File: src/rtl/xor_pkg.sv
// Shared definitions for the xor_block datapath and its chunk assembler.
// Holds the byte width, the assembler FSM states and the byte-lane position helper.
package xor_pkg;

    localparam int BYTE_W = 8;

    typedef enum logic {
        FILL = 1'b0,
        HOLD = 1'b1
    } state_t;

    // Bit position of the LSB of byte k in an nb-byte chunk; byte 0 sits in the top lane.
    function automatic int lane_lsb(input int nb, input int k);
        return BYTE_W * (nb - 1 - k);
    endfunction

endpackage

File: src/rtl/xor_chunk_assembler.sv
// Collects a serial byte stream into n-byte chunks, pads a short final chunk and
// presents it with a key snapshot on a valid/ready interface feeding xor_block.
module xor_chunk_assembler
    import xor_pkg::*;
#(
    parameter int         n   = 2,
    parameter logic [7:0] PAD = 8'h00
) (
    input  logic                     clk,
    input  logic                     rst,
    input  logic                     key_load,
    input  logic [8*n-1:0]           key_in,
    input  logic                     in_valid,
    output logic                     in_ready,
    input  logic [7:0]               in_data,
    input  logic                     in_last,
    output logic                     out_valid,
    input  logic                     out_ready,
    output logic [8*n-1:0]           chunk,
    output logic [8*n-1:0]           key,
    output logic [$clog2(n+1)-1:0]   out_bytes,
    output logic                     out_last
);

    localparam int CNT_W = $clog2(n + 1);
    localparam int CW    = BYTE_W * n;

    state_t           state_reg;
    state_t           state_next;
    logic [CNT_W-1:0] count_reg;
    logic [CNT_W-1:0] count_next;
    logic [CW-1:0]    buf_reg;
    logic [CW-1:0]    buf_next;
    logic [CW-1:0]    key_reg;
    logic [CW-1:0]    snap_reg;
    logic [CNT_W-1:0] bytes_reg;
    logic             last_reg;

    logic accept;
    logic last_slot;
    logic finish;

    // Acceptance is decoded from the state directly so it does not loop through in_ready.
    assign accept    = in_valid && (state_reg == FILL);
    assign last_slot = (count_reg == CNT_W'(n - 1));
    assign finish    = accept && (last_slot || in_last);

    always_ff @(posedge clk) begin
        if (rst) begin
            state_reg <= FILL;
        end else begin
            state_reg <= state_next;
        end
    end

    always_comb begin
        state_next = state_reg;
        in_ready   = 1'b0;
        out_valid  = 1'b0;
        case (state_reg)
            FILL: begin
                in_ready = 1'b1;
                if (finish) begin
                    state_next = HOLD;
                end
            end
            HOLD: begin
                out_valid = 1'b1;
                if (out_ready) begin
                    state_next = FILL;
                end
            end
            default: begin
                state_next = FILL;
            end
        endcase
    end

    always_comb begin
        count_next = count_reg;
        if (finish) begin
            count_next = '0;
        end else if (accept) begin
            count_next = count_reg + CNT_W'(1);
        end else if (state_reg == HOLD && out_ready) begin
            count_next = '0;
        end
    end

    // Each lane either takes the incoming byte, becomes padding on a short final
    // chunk, or keeps its value.
    for (genvar gi = 0; gi < n; gi++) begin : g_lane
        localparam int LSB = lane_lsb(n, gi);
        logic [BYTE_W-1:0] lane_next;

        always_comb begin
            lane_next = buf_reg[LSB +: BYTE_W];
            if (accept && count_reg == CNT_W'(gi)) begin
                lane_next = in_data;
            end else if (finish && count_reg < CNT_W'(gi)) begin
                lane_next = PAD;
            end
        end

        assign buf_next[LSB +: BYTE_W] = lane_next;
    end

    always_ff @(posedge clk) begin
        if (rst) begin
            count_reg <= '0;
            buf_reg   <= '0;
            key_reg   <= '0;
            snap_reg  <= '0;
            bytes_reg <= '0;
            last_reg  <= 1'b0;
        end else begin
            count_reg <= count_next;
            buf_reg   <= buf_next;
            if (key_load) begin
                key_reg <= key_in;
            end
            // Snapshot takes the pre-load register value when a load coincides.
            if (finish) begin
                snap_reg  <= key_reg;
                bytes_reg <= count_reg + CNT_W'(1);
                last_reg  <= in_last;
            end
        end
    end

    assign chunk     = buf_reg;
    assign key       = snap_reg;
    assign out_bytes = bytes_reg;
    assign out_last  = last_reg;

endmodule

File: config.mk
export PLATFORM = sky130hd
export DESIGN_NAME = xor_chunk_assembler
export DESIGN_NICKNAME = d
export VERILOG_FILES = /design/src/rtl/xor_pkg.sv /design/src/rtl/xor_chunk_assembler.sv
export SDC_FILE = /design/constraint.sdc
export NUM_CORES = 1
export LEC_CHECK = 0
export BUFFER_PORTS_ARGS = -buffer_cell sky130_fd_sc_hd__buf_2
export CORE_MARGIN = 2
export CORE_UTILIZATION = 36
export CTS_CLUSTER_DIAMETER = 120
export DETAILED_ROUTE_END_ITERATION = 10
export GPL_TIMING_DRIVEN = 0
export SYNTH_ARGS = -nofsm -noshare
export SYNTH_HDL_FRONTEND = slang
export SYNTH_SLANG_ARGS = --single-unit
File: constraint.sdc
create_clock -name clk -period 1.68 [get_ports clk]
set_input_delay 0.336 -clock clk [delete_from_list [all_inputs] [get_ports clk]]
set_output_delay 0.336 -clock clk [all_outputs]
set_load 0.01 [all_outputs]
# Yosys cells after proc, flatten, opt, wreduce, memory -nomap -nowiden
# Cells that the tools add are included.
[word_totals]
regBits = 54
input_bits = 30
out_inout_bits = 37
word_cells = 37
[classes]
n_addsub = 1
magnitude_cmp = 2
eq_ne = 1
mux = 11
bitwise_logic = 1
n_reduce_logical = 13
[op_table]
columns = ["operator", "n"]
rows = [
  ["$mux W8", 4],
  ["$logic_and A1 B1 Y1", 7],
  ["$reduce_bool A2 Y1", 3],
  ["$lt A2 B1 Y1 const B", 2],
  ["$mux W1", 4],
  ["$mux W2", 2],
  ["$add A2 B1 Y2 const B", 1],
  ["$eq A2 B1 Y1 const B", 1],
  ["$logic_not A2 Y1", 1],
  ["$pmux W1 S2", 1],
  ["$reduce_or A2 Y1", 1],
  ["$logic_or A1 B1 Y1", 1],
  ["$not A1 Y1", 1],
]

# Logic depth before layout (Yosys ltp)
# Gate-level depths: netlist of the first run.
[logic_depth]
depth_word = 6
depth_mapped = 7
depth_no_buf = 5

# Worst setup path before layout of the first run
# Ideal clock, no wire load.
[synth_timing]
kind = "register -> register"
from = "reg count_reg[0]"
to = "reg buf_reg[0], in the netlist chunk[0]"
setup_time_ns = 0.060
arrival_time_ns = 1.374
setup_slack_ns = 0.246
path_stages_with_launch = 7
n_path_buf = 1
synth_period_minus_slack_ns = 1.434
path_cell_list = "dfxtp_1 -> inv_1 -> ha_1 -> buf_2 -> a21o_1 -> a21oi_2 -> a22o_1"
[synth_via]
elab_chain_len = 5
elab_cells_between_ends = 8
[synth_lines]
columns = ["item", "line", "text"]
rows = [
  ["from (decl)", "xor_chunk_assembler.sv:30", "logic [CNT_W-1:0] count_reg;"],
  ["from (signal assigned)", "xor_chunk_assembler.sv:117", "count_reg <= count_next;"],
  ["$eq A2 B1 Y1", "xor_chunk_assembler.sv:45, xor_chunk_assembler.sv:98", ""],
  ["$logic_or A1 B1 Y1", "xor_chunk_assembler.sv:46", "assign finish = accept && (last_slot || in_last);"],
  ["$logic_and A1 B1 Y1", "xor_chunk_assembler.sv:46", ""],
  ["$logic_and A1 B1 Y1", "xor_chunk_assembler.sv:100", "end else if (finish && count_reg < CNT_W'(gi)) begin"],
  ["$reduce_bool A2 Y1 (no line)", "n/a", ""],
  ["to (signal assigned)", "xor_chunk_assembler.sv:118", "buf_reg <= buf_next;"],
  ["to (decl)", "xor_chunk_assembler.sv:32", "logic [CW-1:0] buf_reg;"],
]
# Several ways; a longest one is shown, not always the timed one.
# A chain may end at the register's enable or synchronous reset.

# Worst setup path in the final report of the first run
[layout_timing]
from = "reg count_reg[0]"
to = "reg buf_reg[2], in the netlist chunk[2]"
# Same word-level chain as after synthesis.

==> results.py, run 1 <==
metrics = {
    "run_status": {
        "status": "finished clean",
    },
    "critical_path": {
        "startpoint_type": "flip-flop",
        "cpPeakStageDelay_ps": 400,
        "crit_path_top_delay_cell": "dfxtp_1",
        "reg2reg_slack_ps": 130,
        "end_kind": "flip-flop",
        "cp_max_fo": 10,
        "crit_buf_inv": 2,
        "arrival_ps": 1810,
        "required_ps": 1940,
        "crit_type": "reg2reg",
        "r2r_start": "count_reg[0]",
        "path_delay_family": "compound AO/OA/AOI/OAI gates",
        "r2r-end": "chunk[2]",
        "reg2reg_depth": 6,
        "path_cells": "inv_1 > ha_1 > buf_2 > a21o_1 > a21oi_4 > a22o_1",
    },
    "power_and_ir_drop": {
        "switching_share": 0.2760,
        "power_frac_clock": 0.301,
        "internal-power_uw": 1790,
        "powerDensity_nw_per_um2": 978.4,
        "p_sw_uw": 682.4,
        "p_seq_frac": 0.557,
        "vdd_drop_max_v": 0.0004946,
        "leakage_uw": 0.001136,
        "p_comb_frac": 0.142,
    },
    "cells_and_area": {
        "drive_gt1_frac": 0.3158,
        "largest_reg_flops": 32,
        "layout_common_cells": "73 x buf_2, 54 x dfxtp_1, 26 x nand3_1, 26 x a21oi_1, 21 x nor2_1",
        "area_delta_synth_final_pct": 25.93,
        "n_antenna_cell": 0,
        "final_common_cell": "buf_2",
        "num-nets-final": 316,
    },
    "yosys": {
        "netlist_area_um2": 2007,
        "syn-mean-instance-area_um2": 9.467,
        "synth_cells": 212,
        "ys_async_sr_fraction": 0,
        "synth_warnings": 0,
        "synth_edf_count": 0,
        "synth_ff_type": "dfxtp_1",
        "synth-seq-cells": 54,
        "synth_seq_area_share": 0.5387,
        "syn_nets": 244,
        "synth.distinct_cells": 29,
    },
    "die": {
        "core_um2": 5439,
        "rows": 27,
        "die_h_um": 78.67,
        "design.portCount": 67,
        "die_w_um": 78.67,
        "dieArea_um2": 6188,
        "initial_utilization": 0.3690,
    },
    "cts": {
        "numCtsBuffers": 5,
        "cts_tree": "yes",
        "cts_hold_buf": 0,
        "clk_pin_slew_ps": 100,
        "postCtsSetupBuffers": 0,
        "htreeDepth": 2,
        "cts_sinks": 54,
        "cts-root-buf": "clkbuf_8",
        "clkLatencyLatePin_ps": 310,
        "clockBufferDepth": 2,
    },
    "global_routing": {
        "grt_max_degree": 19,
        "grt_overflow": 0,
        "grtUsageMet2": 0.2769,
        "grt_util_met3": 0.04253,
        "grtUsageMet1": 0.1980,
        "grt_use_total": 0.1622,
        "grt_pass1_wl_mm": 8.010,
        "grt_busiest_layer": "met2",
        "grt_pass1_vias": 1748,
        "antenna_found_initial": 0,
    },
    "hold_path": {
        "hold_class": "in2reg",
        "hold_path_end": "chunk[3]",
        "hold_depth": 2,
        "hp-start": "in_data[3]",
    },
    "timing": {
        "timing.hold.ws_ps": 251.6,
        "worst_pin_slew_ps": 516.0,
        "slew_viol_final": 0,
        "report.final.hold_viol_count": 0,
        "fin_tns_setup_ps": 0,
        "period_needed_ps": 1549,
        "fmax_ghz": 0.6456,
        "rsz0062_at_grt": "false",
        "skew_ps": 8.510,
        "timing.final.crit_share": 0.9220,
        "setup_violations": 0,
        "relSlewSlack": 0.6547,
    },
    "detailed_routing": {
        "avgRoutedWirePerCell_um": 13.57,
        "drt-total-wl_mm": 4.844,
        "drt_iter0_markers": 42,
        "drc": 0,
        "vias": 1757,
        "ant_nets": 0,
        "dr.pass1.iters": 4,
        "viasPerCell": 4.922,
    },
    "placement": {
        "gp_congestion": 0.6972,
        "port_buffers": 65,
        "post-dp-hpwl_mm": 3.450,
    },
    "job": {
        "cap_viol_max_count": 0,
    },
}
==> what timing repair did <==
item | CTS | global route
resized for setup | 0 | 4
endpoints found under the setup margin | 0 | 18
endpoints found under the hold margin | 0 | 0
==> cell usage after synthesis (all sizes together) (2+ instances only) <==
cell type | instances | area [um2]
a21oi | 27 | 138.9
a22o | 8 | 70.07
ha | 2 | 25.02
nand3 | 26 | 130.1
nand3b | 2 | 15.01
nand2 | 8 | 30.03
buf | 12 | 67.56
nor2 | 22 | 85.09
inv | 3 | 11.26
clkbuf | 4 | 15.01
o21ai | 18 | 90.08
dfxtp | 54 | 1081
mux2i | 16 | 160.2
==> metrics by stage <==
step	utilization	area, um2	std cells	setup slack, ps	power, uW
after floorplan	-	2007	212	245.7	1618
after global placement	0.4454	2422	349	75.59	1750
after detailed placement	0.4454	2422	349	50.77	1756
after CTS	0.4626	2516	357	16.41	2497
after global routing	0.4647	2527	357	14.04	2600
final	0.4647	2527	357	131.0	2473
==> power groups by stage <==
stage	clock network, uW	logic [uW]	registers, uW
after floorplan	0	198	1420
after global placement	0	344	1410
after detailed placement	0	349	1410
after CTS	769	350	1380
after global routing	821	391	1390
final	745	350	1380
==> routing by layer <==
metal | up-vias | routed length [um]
met5 | - | 0
met4 | 0 | 63
met3 | 7 | 291
met2 | 46 | 2220
met1 | 818 | 2269
li1 | 886 | -
==> how the worst max path moves through the flow <==
stage                 startpoint        to  slack (ps)  cells after the start
finish              count_reg[0]  chunk[2]         130                      6
global route        count_reg[1]    key[6]          10                      6
CTS                 count_reg[0]  chunk[2]          20                      6
detailed placement  count_reg[0]  chunk[3]          50                      6
global placement    count_reg[0]    key[9]          80                      5
floorplan           count_reg[0]  chunk[0]         250                      6
==> area by class of cell <==
cell class | instances | area [um2]
Buffer | 16 | 86.33
Clock buffer | 5 | 68.82
Clock inverter | 3 | 25.02
Fill cell | 556 | 2912
Inverter | 3 | 11.26
Multi-Input combinational cell | 139 | 839.6
Sequential cell | 54 | 1081
Tap cell | 72 | 90.09
Timing Repair Buffer | 65 | 325.3
==> cells by family (layout without fill, tap and decap cells) <==
group                      Yosys count  after routing  share of synthesized area
AOI/OAI and AO/OA                   58             58                     0.1727
buffers and inverters               19             92                    0.04675
adders and majority gates            2              2                    0.01247
and+or+nand+nor                     62             62                     0.1440
muxes                               17             17                    0.08541
DFF                                 54             54                     0.5387
(Power assumes the default switching activity.)
==> run 2: changes to the inputs <==
Settings changed: REMOVE_ABC_BUFFERS set to 1.
==> results.py, run 2 (synthesis results as in run 1) <==
metrics = {
    "global_routing": {
        "grt_pass1_vias": 1522,
        "grt_use_total": 0.1474,
        "antenna_found_initial": 0,
        "grt_overflow": 0,
        "grt_max_degree": 49,
        "grt_pass1_wl_mm": 7.203,
    },
    "die": {
        "die_w_um": 78.67,
        "dieArea_um2": 6188,
        "initial_utilization": 0.3690,
        "core_um2": 5439,
        "design.portCount": 67,
        "rows": 27,
        "die_h_um": 78.67,
    },
    "cts": {
        "numCtsBuffers": 5,
        "clockBufferDepth": 2,
        "clkLatencyLatePin_ps": 300,
        "cts-root-buf": "clkbuf_8",
        "cts_sinks": 54,
        "cts_tree": "yes",
        "clk_pin_slew_ps": 90,
        "htreeDepth": 2,
    },
    "power_and_ir_drop": {
        "p_comb_frac": 0.128,
        "p_seq_frac": 0.533,
        "power_frac_clock": 0.339,
        "switching_share": 0.2434,
        "leakage_uw": 0.001105,
        "vdd_drop_max_v": 0.0004481,
        "powerDensity_nw_per_um2": 1042,
        "p_sw_uw": 628.3,
        "internal-power_uw": 1953,
    },
    "cells_and_area": {
        "layout_common_cells": "66 x buf_2, 54 x dfxtp_1, 26 x nand3_1, 26 x a21oi_1, 21 x nor2_1",
        "fillers": 572,
        "multiInputGateArea_um2": 845.8,
        "finish.utilization": 0.4557,
        "num-nets-final": 302,
        "largest_reg_flops": 32,
        "layout.area.seq_um2": 1081,
        "area_delta_synth_final_pct": 23.50,
        "n_antenna_cell": 0,
        "drive_gt1_frac": 0.2963,
        "final_common_cell": "buf_2",
    },
    "detailed_routing": {
        "drt-total-wl_mm": 4.492,
        "ant_nets": 0,
        "drc": 0,
        "viasPerCell": 4.912,
        "dr.pass1.iters": 6,
        "avgRoutedWirePerCell_um": 13.13,
        "drt_iter0_markers": 66,
        "vias": 1680,
    },
    "timing": {
        "rsz0062_at_grt": "false",
        "report.final.hold_viol_count": 0,
        "slew_viol_final": 0,
        "period_needed_ps": 1558,
        "fmax_ghz": 0.6419,
        "worst_slack_ps": 122.2,
        "worst_pin_slew_ps": 900.5,
        "relSlewSlack": 0.3997,
        "timing.final.crit_share": 0.9273,
        "setup_violations": 0,
        "skew_ps": 5.205,
    },
    "critical_path": {
        "r2r_start": "count_reg[0]",
        "crit_path_top_delay_cell": "dfxtp_1",
        "crit_path_start": "count_reg[0]",
        "cpPeakStageDelay_ps": 390,
        "crit_buf_inv": 1,
        "reg2reg_slack_ps": 120,
        "crit_type": "reg2reg",
        "path_delay_family": "compound AO/OA/AOI/OAI gates",
        "required_ps": 1920,
        "end_kind": "flip-flop",
        "arrival_ps": 1800,
        "path_cells": "inv_1 > ha_1 > a21o_1 > a21oi_4 > a22o_1",
        "cp_max_fo": 10,
        "startpoint_type": "flip-flop",
    },
    "hold_path": {
        "hp-start": "in_data[2]",
        "hold_class": "in2reg",
    },
    "placement": {
        "dp_slack_ps": -95.86,
        "gp_congestion": 0.7120,
        "port_buffers": 66,
        "post-dp-hpwl_mm": 2.869,
    },
    "run_status": {
        "status": "finished clean",
    },
    "job": {
        "cap_viol_max_count": 0,
    },
}
[run 2: cell count changes in the layout (fill, tap and decap cells not counted), sizes merged]
cell,previous run,this run
bufinv,0,1
buf,76,67
clkinvlp,1,0
inv,4,3
clkbuf,10,6
clkinv,1,0
[run 2: worst reg2reg max path, cell delays in order (launching register included)]
cell	delay (ps)
dfxtp_1	390
inv_1	80
ha_1	330
a21o_1	260
a21oi_4	260
a22o_1	190
[run 2: path summary, 6_finish.rpt]
| check | to | depth (start not counted) |
|---|---|---|
| max | chunk[7] | 5 |
| min | chunk[2] | 2 |
| max reg2reg | chunk[7] | 5 |
| min reg2reg | chunk[15] | 2 |
[run 2: metrics by stage]
stage | std cells | area (um2) | setup TNS [ps] | hold slack, ps | total power (uW)
6_report | 342 | 2479 | 0 | 256.3 | 2582
5_1_grt | 342 | 2479 | 0 | 247.1 | 2707
4_1_cts | 341 | 2457 | 0 | 240.7 | 2618
3_5_place_dp | 334 | 2345 | -713.5 | 452.9 | 1731
3_3_place_gp | 334 | 2345 | -673.3 | 446.9 | 1729
2_1_floorplan | 196 | 1924 | 0 | 405.1 | 1579
[run 2: per-layer routing]
metal / wire [um] / share of wire / track usage / vias up
met5: 0 / 0 / 0 / -
met4: 56 / 0.012 / 0.04737 / 0
met3: 398 / 0.089 / 0.05977 / 8
met2: 1886 / 0.42 / 0.2214 / 61
met1: 2150 / 0.48 / 0.1923 / 757
li1: - / - / - / 854
[run 2: cell type report]
class | count | area share
well taps | 72 | 0.03635
flip-flops and latches | 54 | 0.4361
inverters | 3 | 0.004543
clock buffers | 6 | 0.03332
multi-input cells | 139 | 0.3412
clock inverters | 1 | 0.01212
repair buffers | 67 | 0.1363
[run 2: power by group through the flow]
| stage | logic (uW) | clock network, uW | registers, uW |
|---|---|---|---|
| final | 331 | 874 | 1380 |
| after global routing | 371 | 950 | 1390 |
| after CTS | 325 | 915 | 1380 |
| after detailed placement | 324 | 0 | 1410 |
| after global placement | 323 | 0 | 1410 |
| after floorplan | 158 | 0 | 1420 |
[run 2: what timing repair did]
item	4_1_cts	5_1_grt
gates resized for setup	0	4
setup buffers	0	1
hold buffers	0	0
setup endpoints to repair	0	32
